`config.mk`:
```
export PLATFORM = sky130hd
export DESIGN_NAME = ppfifo_wr_arbiter
export DESIGN_NICKNAME = d
export VERILOG_FILES = /design/src/rtl/ppfifo_pkg.sv /design/src/rtl/ppfifo_rr_select.sv /design/src/rtl/ppfifo_wr_arbiter.sv
export SDC_FILE = /design/constraint.sdc
export NUM_CORES = 1
export LEC_CHECK = 0
export BUFFER_PORTS_ARGS = -buffer_cell sky130_fd_sc_hd__clkbuf_2
export CAP_MARGIN = 0
export CORE_MARGIN = 2
export CORE_UTILIZATION = 28
export CTS_CLUSTER_SIZE = 40
export DETAILED_ROUTE_END_ITERATION = 12
export PLACE_DENSITY = 0.6
export SLEW_MARGIN = 20
export SYNTH_ARGS = -nofsm -noshare
export SYNTH_HDL_FRONTEND = slang
export SYNTH_SLANG_ARGS = --single-unit
```
`constraint.sdc`:
```
create_clock -name clk -period 3 [get_ports clk]
set_input_delay 0.6 -clock clk [delete_from_list [all_inputs] [get_ports clk]]
set_output_delay 0.6 -clock clk [all_outputs]
set_load 0.02 [all_outputs]
```
`src/rtl/ppfifo_pkg.sv`:
```
// Shared types and constants for the Ping Pong FIFO write arbiter.
package ppfifo_pkg;

  localparam int unsigned PPFIFO_SIZE_WIDTH = 24;

  typedef enum logic [2:0] {
    StIdle,
    StAcquire,
    StOffer,
    StBusy,
    StRelease
  } state_e;

  // Downstream buffer channel selects
  localparam logic CH0 = 1'b0;
  localparam logic CH1 = 1'b1;

  // Two-way one-hot encode of a single select bit
  function automatic logic [1:0] onehot2(input logic sel);
    return sel ? 2'b10 : 2'b01;
  endfunction

endpackage

```
`src/rtl/ppfifo_rr_select.sv`:
```
// Two-way round-robin picker: prefers the writer at ptr, else the other one.
module ppfifo_rr_select (
  input  logic [1:0] req,
  input  logic       ptr,
  output logic       sel,
  output logic       valid
);

  // Pick the pointed-to requester first, fall back to the other
  always_comb begin
    valid = |req;
    sel   = ptr;
    if (!req[ptr]) begin
      sel = ~ptr;
    end
  end

endmodule

```
`src/rtl/ppfifo_wr_arbiter.sv`:
```
// Shares one PPFIFO write port between two writers, round-robin per buffer.
module ppfifo_wr_arbiter
  import ppfifo_pkg::*;
#(
  parameter int unsigned DATA_WIDTH = 8,
  parameter int unsigned SIZE_WIDTH = PPFIFO_SIZE_WIDTH
) (
  input  logic                  clk,
  input  logic                  rst,
  input  logic                  i_enable,
  input  logic [1:0]            i_req,
  output logic [1:0]            o_grant,
  input  logic [1:0]            i_fifo_wr_rdy,
  output logic [1:0]            o_fifo_wr_act,
  input  logic [SIZE_WIDTH-1:0] i_fifo_wr_size,
  output logic                  o_fifo_wr_stb,
  output logic [DATA_WIDTH-1:0] o_fifo_wr_data,
  output logic [1:0]            o_r0_wr_rdy,
  input  logic [1:0]            i_r0_wr_act,
  output logic [SIZE_WIDTH-1:0] o_r0_wr_size,
  input  logic                  i_r0_wr_stb,
  input  logic [DATA_WIDTH-1:0] i_r0_wr_data,
  output logic [1:0]            o_r1_wr_rdy,
  input  logic [1:0]            i_r1_wr_act,
  output logic [SIZE_WIDTH-1:0] o_r1_wr_size,
  input  logic                  i_r1_wr_stb,
  input  logic [DATA_WIDTH-1:0] i_r1_wr_data,
  output logic                  o_overflow
);

  state_e                state_q, state_d;
  logic                  rr_q, rr_d;
  logic                  ch_q, ch_d;
  logic                  owner_q, owner_d;
  logic [1:0]            act_q, act_d;
  logic [1:0]            grant_q, grant_d;
  logic [SIZE_WIDTH-1:0] count_q, count_d;
  logic                  stb_q, stb_d;
  logic [DATA_WIDTH-1:0] data_q, data_d;
  logic                  ovf_q, ovf_d;

  logic                  sel;
  logic                  sel_valid;
  logic [1:0]            offer_act;
  logic [1:0]            owner_act;
  logic                  owner_stb;
  logic [DATA_WIDTH-1:0] owner_data;

  ppfifo_rr_select u_rr_select (
    .req   (i_req),
    .ptr   (rr_q),
    .sel   (sel),
    .valid (sel_valid)
  );

  // Writer-side muxes: the currently offered writer and the current owner
  always_comb begin
    offer_act  = sel ? i_r1_wr_act : i_r0_wr_act;
    owner_act  = owner_q ? i_r1_wr_act : i_r0_wr_act;
    owner_stb  = owner_q ? i_r1_wr_stb : i_r0_wr_stb;
    owner_data = owner_q ? i_r1_wr_data : i_r0_wr_data;
  end

  // Next-state, datapath and virtual-ready generation
  always_comb begin
    state_d     = state_q;
    rr_d        = rr_q;
    ch_d        = ch_q;
    owner_d     = owner_q;
    act_d       = act_q;
    grant_d     = grant_q;
    count_d     = count_q;
    stb_d       = 1'b0;
    data_d      = data_q;
    ovf_d       = ovf_q;
    o_r0_wr_rdy = 2'b00;
    o_r1_wr_rdy = 2'b00;

    case (state_q)
      StIdle: begin
        if (i_enable && (i_req != 2'b00) && (i_fifo_wr_rdy != 2'b00)) begin
          ch_d    = i_fifo_wr_rdy[0] ? CH0 : CH1;
          act_d   = onehot2(ch_d);
          state_d = StAcquire;
        end
      end

      StAcquire: begin
        count_d = '0;
        state_d = StOffer;
      end

      StOffer: begin
        // Buffer stays held even if requests vanish; rdy simply goes quiet.
        // rdy stays up in the accept cycle and falls once BUSY is entered.
        if (sel_valid) begin
          if (sel) begin
            o_r1_wr_rdy = onehot2(ch_q);
          end else begin
            o_r0_wr_rdy = onehot2(ch_q);
          end
          if (offer_act != 2'b00) begin
            grant_d = onehot2(sel);
            owner_d = sel;
            state_d = StBusy;
          end
        end
      end

      StBusy: begin
        if (owner_stb) begin
          if (count_q == i_fifo_wr_size) begin
            ovf_d = 1'b1;
          end else begin
            stb_d   = 1'b1;
            data_d  = owner_data;
            count_d = count_q + SIZE_WIDTH'(1);
          end
        end
        if (owner_act == 2'b00) begin
          state_d = StRelease;
        end
      end

      StRelease: begin
        // Act falls here, after the last registered strobe has gone out
        act_d   = 2'b00;
        grant_d = 2'b00;
        rr_d    = ~owner_q;
        state_d = StIdle;
      end

      default: begin
        state_d = StIdle;
      end
    endcase
  end

  // State register with synchronous reset
  always_ff @(posedge clk) begin
    if (rst) begin
      state_q <= StIdle;
      rr_q    <= 1'b0;
      ch_q    <= CH0;
      owner_q <= 1'b0;
      act_q   <= 2'b00;
      grant_q <= 2'b00;
      count_q <= '0;
      stb_q   <= 1'b0;
      data_q  <= '0;
      ovf_q   <= 1'b0;
    end else begin
      state_q <= state_d;
      rr_q    <= rr_d;
      ch_q    <= ch_d;
      owner_q <= owner_d;
      act_q   <= act_d;
      grant_q <= grant_d;
      count_q <= count_d;
      stb_q   <= stb_d;
      data_q  <= data_d;
      ovf_q   <= ovf_d;
    end
  end

  assign o_fifo_wr_act  = act_q;
  assign o_grant        = grant_q;
  assign o_fifo_wr_stb  = stb_q;
  assign o_fifo_wr_data = data_q;
  assign o_overflow     = ovf_q;
  assign o_r0_wr_size   = i_fifo_wr_size;
  assign o_r1_wr_size   = i_fifo_wr_size;

endmodule

```
After elaboration in Yosys (flattened, before gate mapping)
Cells that the tools add are included.
Widths: inputs -> output; s select.
Word-level totals
  logic and storage cells: 79
  input bits: 53
  output and inout port bits: 66
  bits in registers: 44
Operators by class
  equal/unequal tests: 11
  $add $sub $neg: 1
  multiplexer cells: 31
  reduce and logical (&&, ||, !) cells: 20
  bitwise logic cells: 5
  $lt $le $gt $ge: 1
Operators with widths (number)
  $mux 24: 2
  $pmux 24 s2: 1
  $mux 2: 14
  $add 24x1->24 const B: 1
  $eq 24x24->1: 1
  $reduce_and 3->1: 5
  $mux 3: 4
  $ne 2x2->1 const B: 6
  $pmux 3 s4: 1
  $reduce_bool 2->1: 6
  $mux 8: 1
  $pmux 2 s2: 2
  $eq 3x2->1 const B: 2
  $mux 1: 6
  $not 1->1: 5
  $reduce_and 2->1: 2
  $reduce_and 4->1: 1
  $eq 3x1->1 const B: 1
  $eq 3x3->1 const B: 1
  $logic_not 3->1: 1
  $reduce_or 3->1: 1
  $logic_and 1x1->1: 2
  $logic_not 2->1: 1
  $lt 1x2->1 const B: 1
  $reduce_or 2->1: 1

Logic depth before layout (Yosys ltp)
  depth in word-level cells: 8
  mapped depth: 9
  depth with buffers taken out: 7

Cells and area by module
A second synthesis with hierarchy kept.
Second synthesis, totals
  cells, all modules: 352
  area, all modules: 3031.7 um^2
By module, submodules not included
  ppfifo_wr_arbiter: seq. area each 880.8 um^2, times used 1, area an instance 3011.6 um^2, cells an instance 349
  ppfifo_rr_select: seq. area each 0.0 um^2, times used 1, area an instance 20.0 um^2, cells an instance 3

Worst setup path before layout
Ideal clock, no wire load.
  path type: input-to-reg
  from: input port i_fifo_wr_size[15]
  to: register data_q[1] (netlist: o_fifo_wr_data[1])
  stages on the path: 8
  library setup time: 128 ps
  path slack: 915 ps
  required time: 2872 ps
  path buffers: 2
  data arrival time: 1958 ps
  cell sequence: xor2_1 nor4_1 nand4_2 o21ai_2 buf_6 buf_12 mux2i_1 nor2_1
Between the ends
  longest elaborated chain between the ends: 3
Ends and longest elaborated chain
  start: declaration: RTL line ppfifo_wr_arbiter.sv:15  | input logic [SIZE_WIDTH-1:0] i_fifo_wr_size,
  $eq 24x24->1: RTL line ppfifo_wr_arbiter.sv:112  | if (count_q == i_fifo_wr_size) begin
  $not 1->1 (no source line)
  $reduce_and 3->1 (no source line)
  end signal: assignment: RTL line ppfifo_wr_arbiter.sv:161  | data_q <= data_d;
  end: declaration: RTL line ppfifo_wr_arbiter.sv:39  | logic [DATA_WIDTH-1:0] data_q, data_d;
Every way passes these cells.
A chain may end at the register's enable or synchronous reset.

Worst setup path in the final report
  from: register state_q[1]
  to: output port o_r0_wr_rdy[1]
Between the ends
  longest elaborated chain between the ends: 2
Ends and longest elaborated chain
  start: declaration: RTL line ppfifo_wr_arbiter.sv:31  | state_e state_q, state_d;
  start signal: assignment: RTL line ppfifo_wr_arbiter.sv:142  | state_q <= StIdle;
  start signal: assignment: RTL line ppfifo_wr_arbiter.sv:153  | state_q <= state_d;
  $eq 3x2->1: RTL line ppfifo_wr_arbiter.sv:79  | case (state_q)
  $mux 2: RTL line ppfifo_wr_arbiter.sv:79
  end: declaration: RTL line ppfifo_wr_arbiter.sv:18  | output logic [1:0] o_r0_wr_rdy,
Every way passes these cells.

==> results.sh <==
export IMPL_r2r_slack_ps=820
export IMPL_ys_types=59
export IMPL_end_kind="output port"
export IMPL_hpwl_um=5450
export IMPL_routedWlPerCell_um=12.7
export IMPL_p_total_mw=1.34
export IMPL_wl_um=7060
export IMPL_synth_top_family_by_area="simple AND/OR/NAND/NOR gates"
export IMPL_met3_usage_pct=2.92
export IMPL_synth_xor_area_share_pct=7.42
export IMPL_tightest_slew_ps=660
export IMPL_synth_nets=404
export IMPL_coreArea_um2=10300
export IMPL_track_usage_pct=12.1
export IMPL_ys_flop_type="dfxtp_1"
export IMPL_hold_viol=0
export IMPL_cts_root_buf="clkbuf_8"
export IMPL_setup_worst_path_end="o_r0_wr_rdy[1]"
export IMPL_synthAdderAreaFrac_pct=0.424
export IMPL_grt_max_degree=26
export IMPL_drt_iter0_drc=104
export IMPL_synth_edf_count=0
export IMPL_max_slew_margin_rel_pct=55.6
export IMPL_post_route_period_util_pct=74.1
export IMPL_vias=2588
export IMPL_worst_r2r_cell_count=7
export IMPL_max_freq_mhz=450
export IMPL_start_util_pct=28.7
export IMPL_grt_pass1_wl_um=11200
export IMPL_cts_setup_buffers=0
export IMPL_cts_made_buffers=5
export IMPL_rsz0062_at_grt="false"
export IMPL_drtPass1Iterations=4
export IMPL_fin_setup_tns_ps=0
export IMPL_slew_violations=0
export IMPL_num_rows=37
export IMPL_die_height_um=107
export IMPL_p_leak_nw=1.54
export IMPL_cts_buffer_depth=2
export IMPL_yosysWarnings=0
export IMPL_stdcell_area_um2=3390
export IMPL_io_pins=119
export IMPL_layout_common_cells="118 x clkbuf_2, 44 x dfxtp_1, 37 x nor2_1"
export IMPL_overflow=0
export IMPL_n_antenna_cell=0
export IMPL_hold_class="reg2reg"
export IMPL_worstSetupStartpointType="flip-flop"
export IMPL_maxCapViolCount=0
export IMPL_ys_seq_elements=44
export IMPL_drc_errors=0
export IMPL_grtUsageMet2_pct=20.4
export IMPL_synthMuxAreaShare_pct=7.16
export IMPL_placed_cell_area_um2=3270
export IMPL_design_die_area_um2=11400
export IMPL_peakVddDrop_v=0.000271
export IMPL_period_minus_slack_ps=2220
export IMPL_tritoncts="yes"
export IMPL_setup_violations=0
export IMPL_synthArstFlopShare_pct=0
export IMPL_powerDensity_nw_per_um2=394
export IMPL_final_common_cell="clkbuf_2"
export IMPL_ant_nets=0
export IMPL_cp_data_arrival_time_ps=1620
export IMPL_criticalPathCategory="reg2out"
export IMPL_met1_usage_pct=15.9
export IMPL_syn_cell_area_um2=2950
export IMPL_grt_pass1_vias=2322
export IMPL_reg2reg_from="count_q[15]$_SDFFE_PP0P_"
export IMPL_seq_area_frac_synth_pct=29.8
export IMPL_clock_skew_ps=5.86
export IMPL_clock_sinks=44
export IMPL_preCtsSetupSlack_ps=425
export IMPL_gp_congestion=0.822
export IMPL_via_per_inst=4.67
export IMPL_crit_fanout=8
export IMPL_antenna_found_initial=0
export IMPL_die_w_um=107
export IMPL_portBuffers=118
export IMPL_synth_compound_area_share_pct=15.6
export IMPL_cp_required_ps=2400
export IMPL_synthSimpleGateAreaFrac_pct=22.3
export IMPL_p_clk_share_pct=35.7
export IMPL_p_sw_uw=370
export IMPL_final_nets=471
export IMPL_grt_busiest_layer="met2"
export IMPL_synth_area_per_cell_um2=8.44
export IMPL_holdBufCountCts=0
export IMPL_fin_ws_ps=777
export IMPL_switching_share_pct=27.7
export IMPL_r2r_end="count_q[1]$_SDFFE_PP0P_"
export IMPL_syn_inst=350
export IMPL_share_comb_of_total_power_pct=19.0
export IMPL_htreeDepth=2
export IMPL_pwr_share_seq_pct=45.3
export IMPL_cts_resized=0
export IMPL_startpoint="state_q[1]$_SDFFE_PP0P_"
export IMPL_outcome="finished clean"
export IMPL_syn2layout_area_growth_pct=14.9
export IMPL_regArea_um2=881
export IMPL_p_int_uw=966
export IMPL_clk_latency_ps=290
export IMPL_drive_above_1_share_pct=37.6
export IMPL_multi_input_area_um2=1560
export IMPL_path_clk_slew_ps=80
export IMPL_fillers=1103
routing by layer:
| metal | vias to the layer above | wire [µm] |
|---|---|---|
| met5 | - | 0 |
| met3 | 5 | 494 |
| met2 | 90 | 3320 |
| met4 | 0 | 27 |
| met1 | 1157 | 3210 |
| li1 | 1336 | - |
cells in the mapped netlist, types with 9 or more instances:
master | n | area share (%)
dfxtp_1 | 44 | 30
nor2_1 | 37 | 4.7
or3_1 | 10 | 2.1
buf_4 | 49 | 12
mux2i_1 | 11 | 3.7
a21oi_1 | 25 | 4.2
xor2_1 | 24 | 7.1
o21ai_1 | 12 | 2.0
mux2_2 | 9 | 3.4
nand3_1 | 9 | 1.5
nand2_1 | 16 | 2.0
layout make-up:
class,instances,share of cell area [%]
Clock buffer,6,2.43
Timing Repair Buffer,124,18.7
Sequential cell,44,26.0
Multi-Input combinational cell,236,46.0
Clock inverter,2,1.14
Inverter,6,0.664
Tap cell,136,5.02
critical path, cell delays in order (launching register included):
cell      delay, ps
dfxtp_1         490
nand2_1         170
nor2b_1         320
and2_1          180
clkbuf_2        170
kinds of logic (layout without fill, tap and decap cells):
group | Yosys count | after routing
muxes | 20 | 20
DFF | 44 | 44
xor gates and xnor gates | 25 | 25
buffers and inverters | 70 | 138
adders and majority gates | 1 | 1
AOI/OAI and AO/OA | 72 | 72
and+or+nand+nor | 118 | 118
state kept, by name (all words and copies together), names as in the netlist:
name / count
owner_q: 1
o_grant: 2
o_overflow: 1
ch_q: 1
count_q: 24
o_fifo_wr_data: 8
state_q: 3
rr_q: 1
o_fifo_wr_act: 2
o_fifo_wr_stb: 1
power by group through the flow:
stage,logic [mW],clock network [mW],registers [mW]
2_1_floorplan,0.202,0,0.621
3_3_place_gp,0.253,0,0.619
3_5_place_dp,0.256,0,0.619
4_1_cts,0.257,0.494,0.605
5_1_grt,0.278,0.513,0.607
6_report,0.255,0.476,0.605
metrics by stage:
step                      instances  utilization, %  hold slack (ps)
after global routing            554            33.0              529
after global placement          546            31.8              459
after CTS                       554            33.0              498
after detailed placement        546            31.8              468
final                           554            33.0              493
after floorplan                 350               -              470
worst min-delay path by stage:
stage / from / endpoint / slack, ps / cells past startpoint
after floorplan: count_q[23]$_SDFFE_PP0P_ / count_q[23]$_SDFFE_PP0P_ / 470 / 2
after global placement: o_overflow$_SDFFE_PP0P_ / o_overflow$_SDFFE_PP0P_ / 460 / 2
after detailed placement: o_overflow$_SDFFE_PP0P_ / o_overflow$_SDFFE_PP0P_ / 470 / 2
after CTS: o_overflow$_SDFFE_PP0P_ / o_overflow$_SDFFE_PP0P_ / 500 / 2
after global routing: o_grant[1]$_SDFFE_PP0P_ / o_grant[1]$_SDFFE_PP0P_ / 530 / 2
final: o_overflow$_SDFFE_PP0P_ / o_overflow$_SDFFE_PP0P_ / 490 / 2
(Power assumes the default switching activity.)
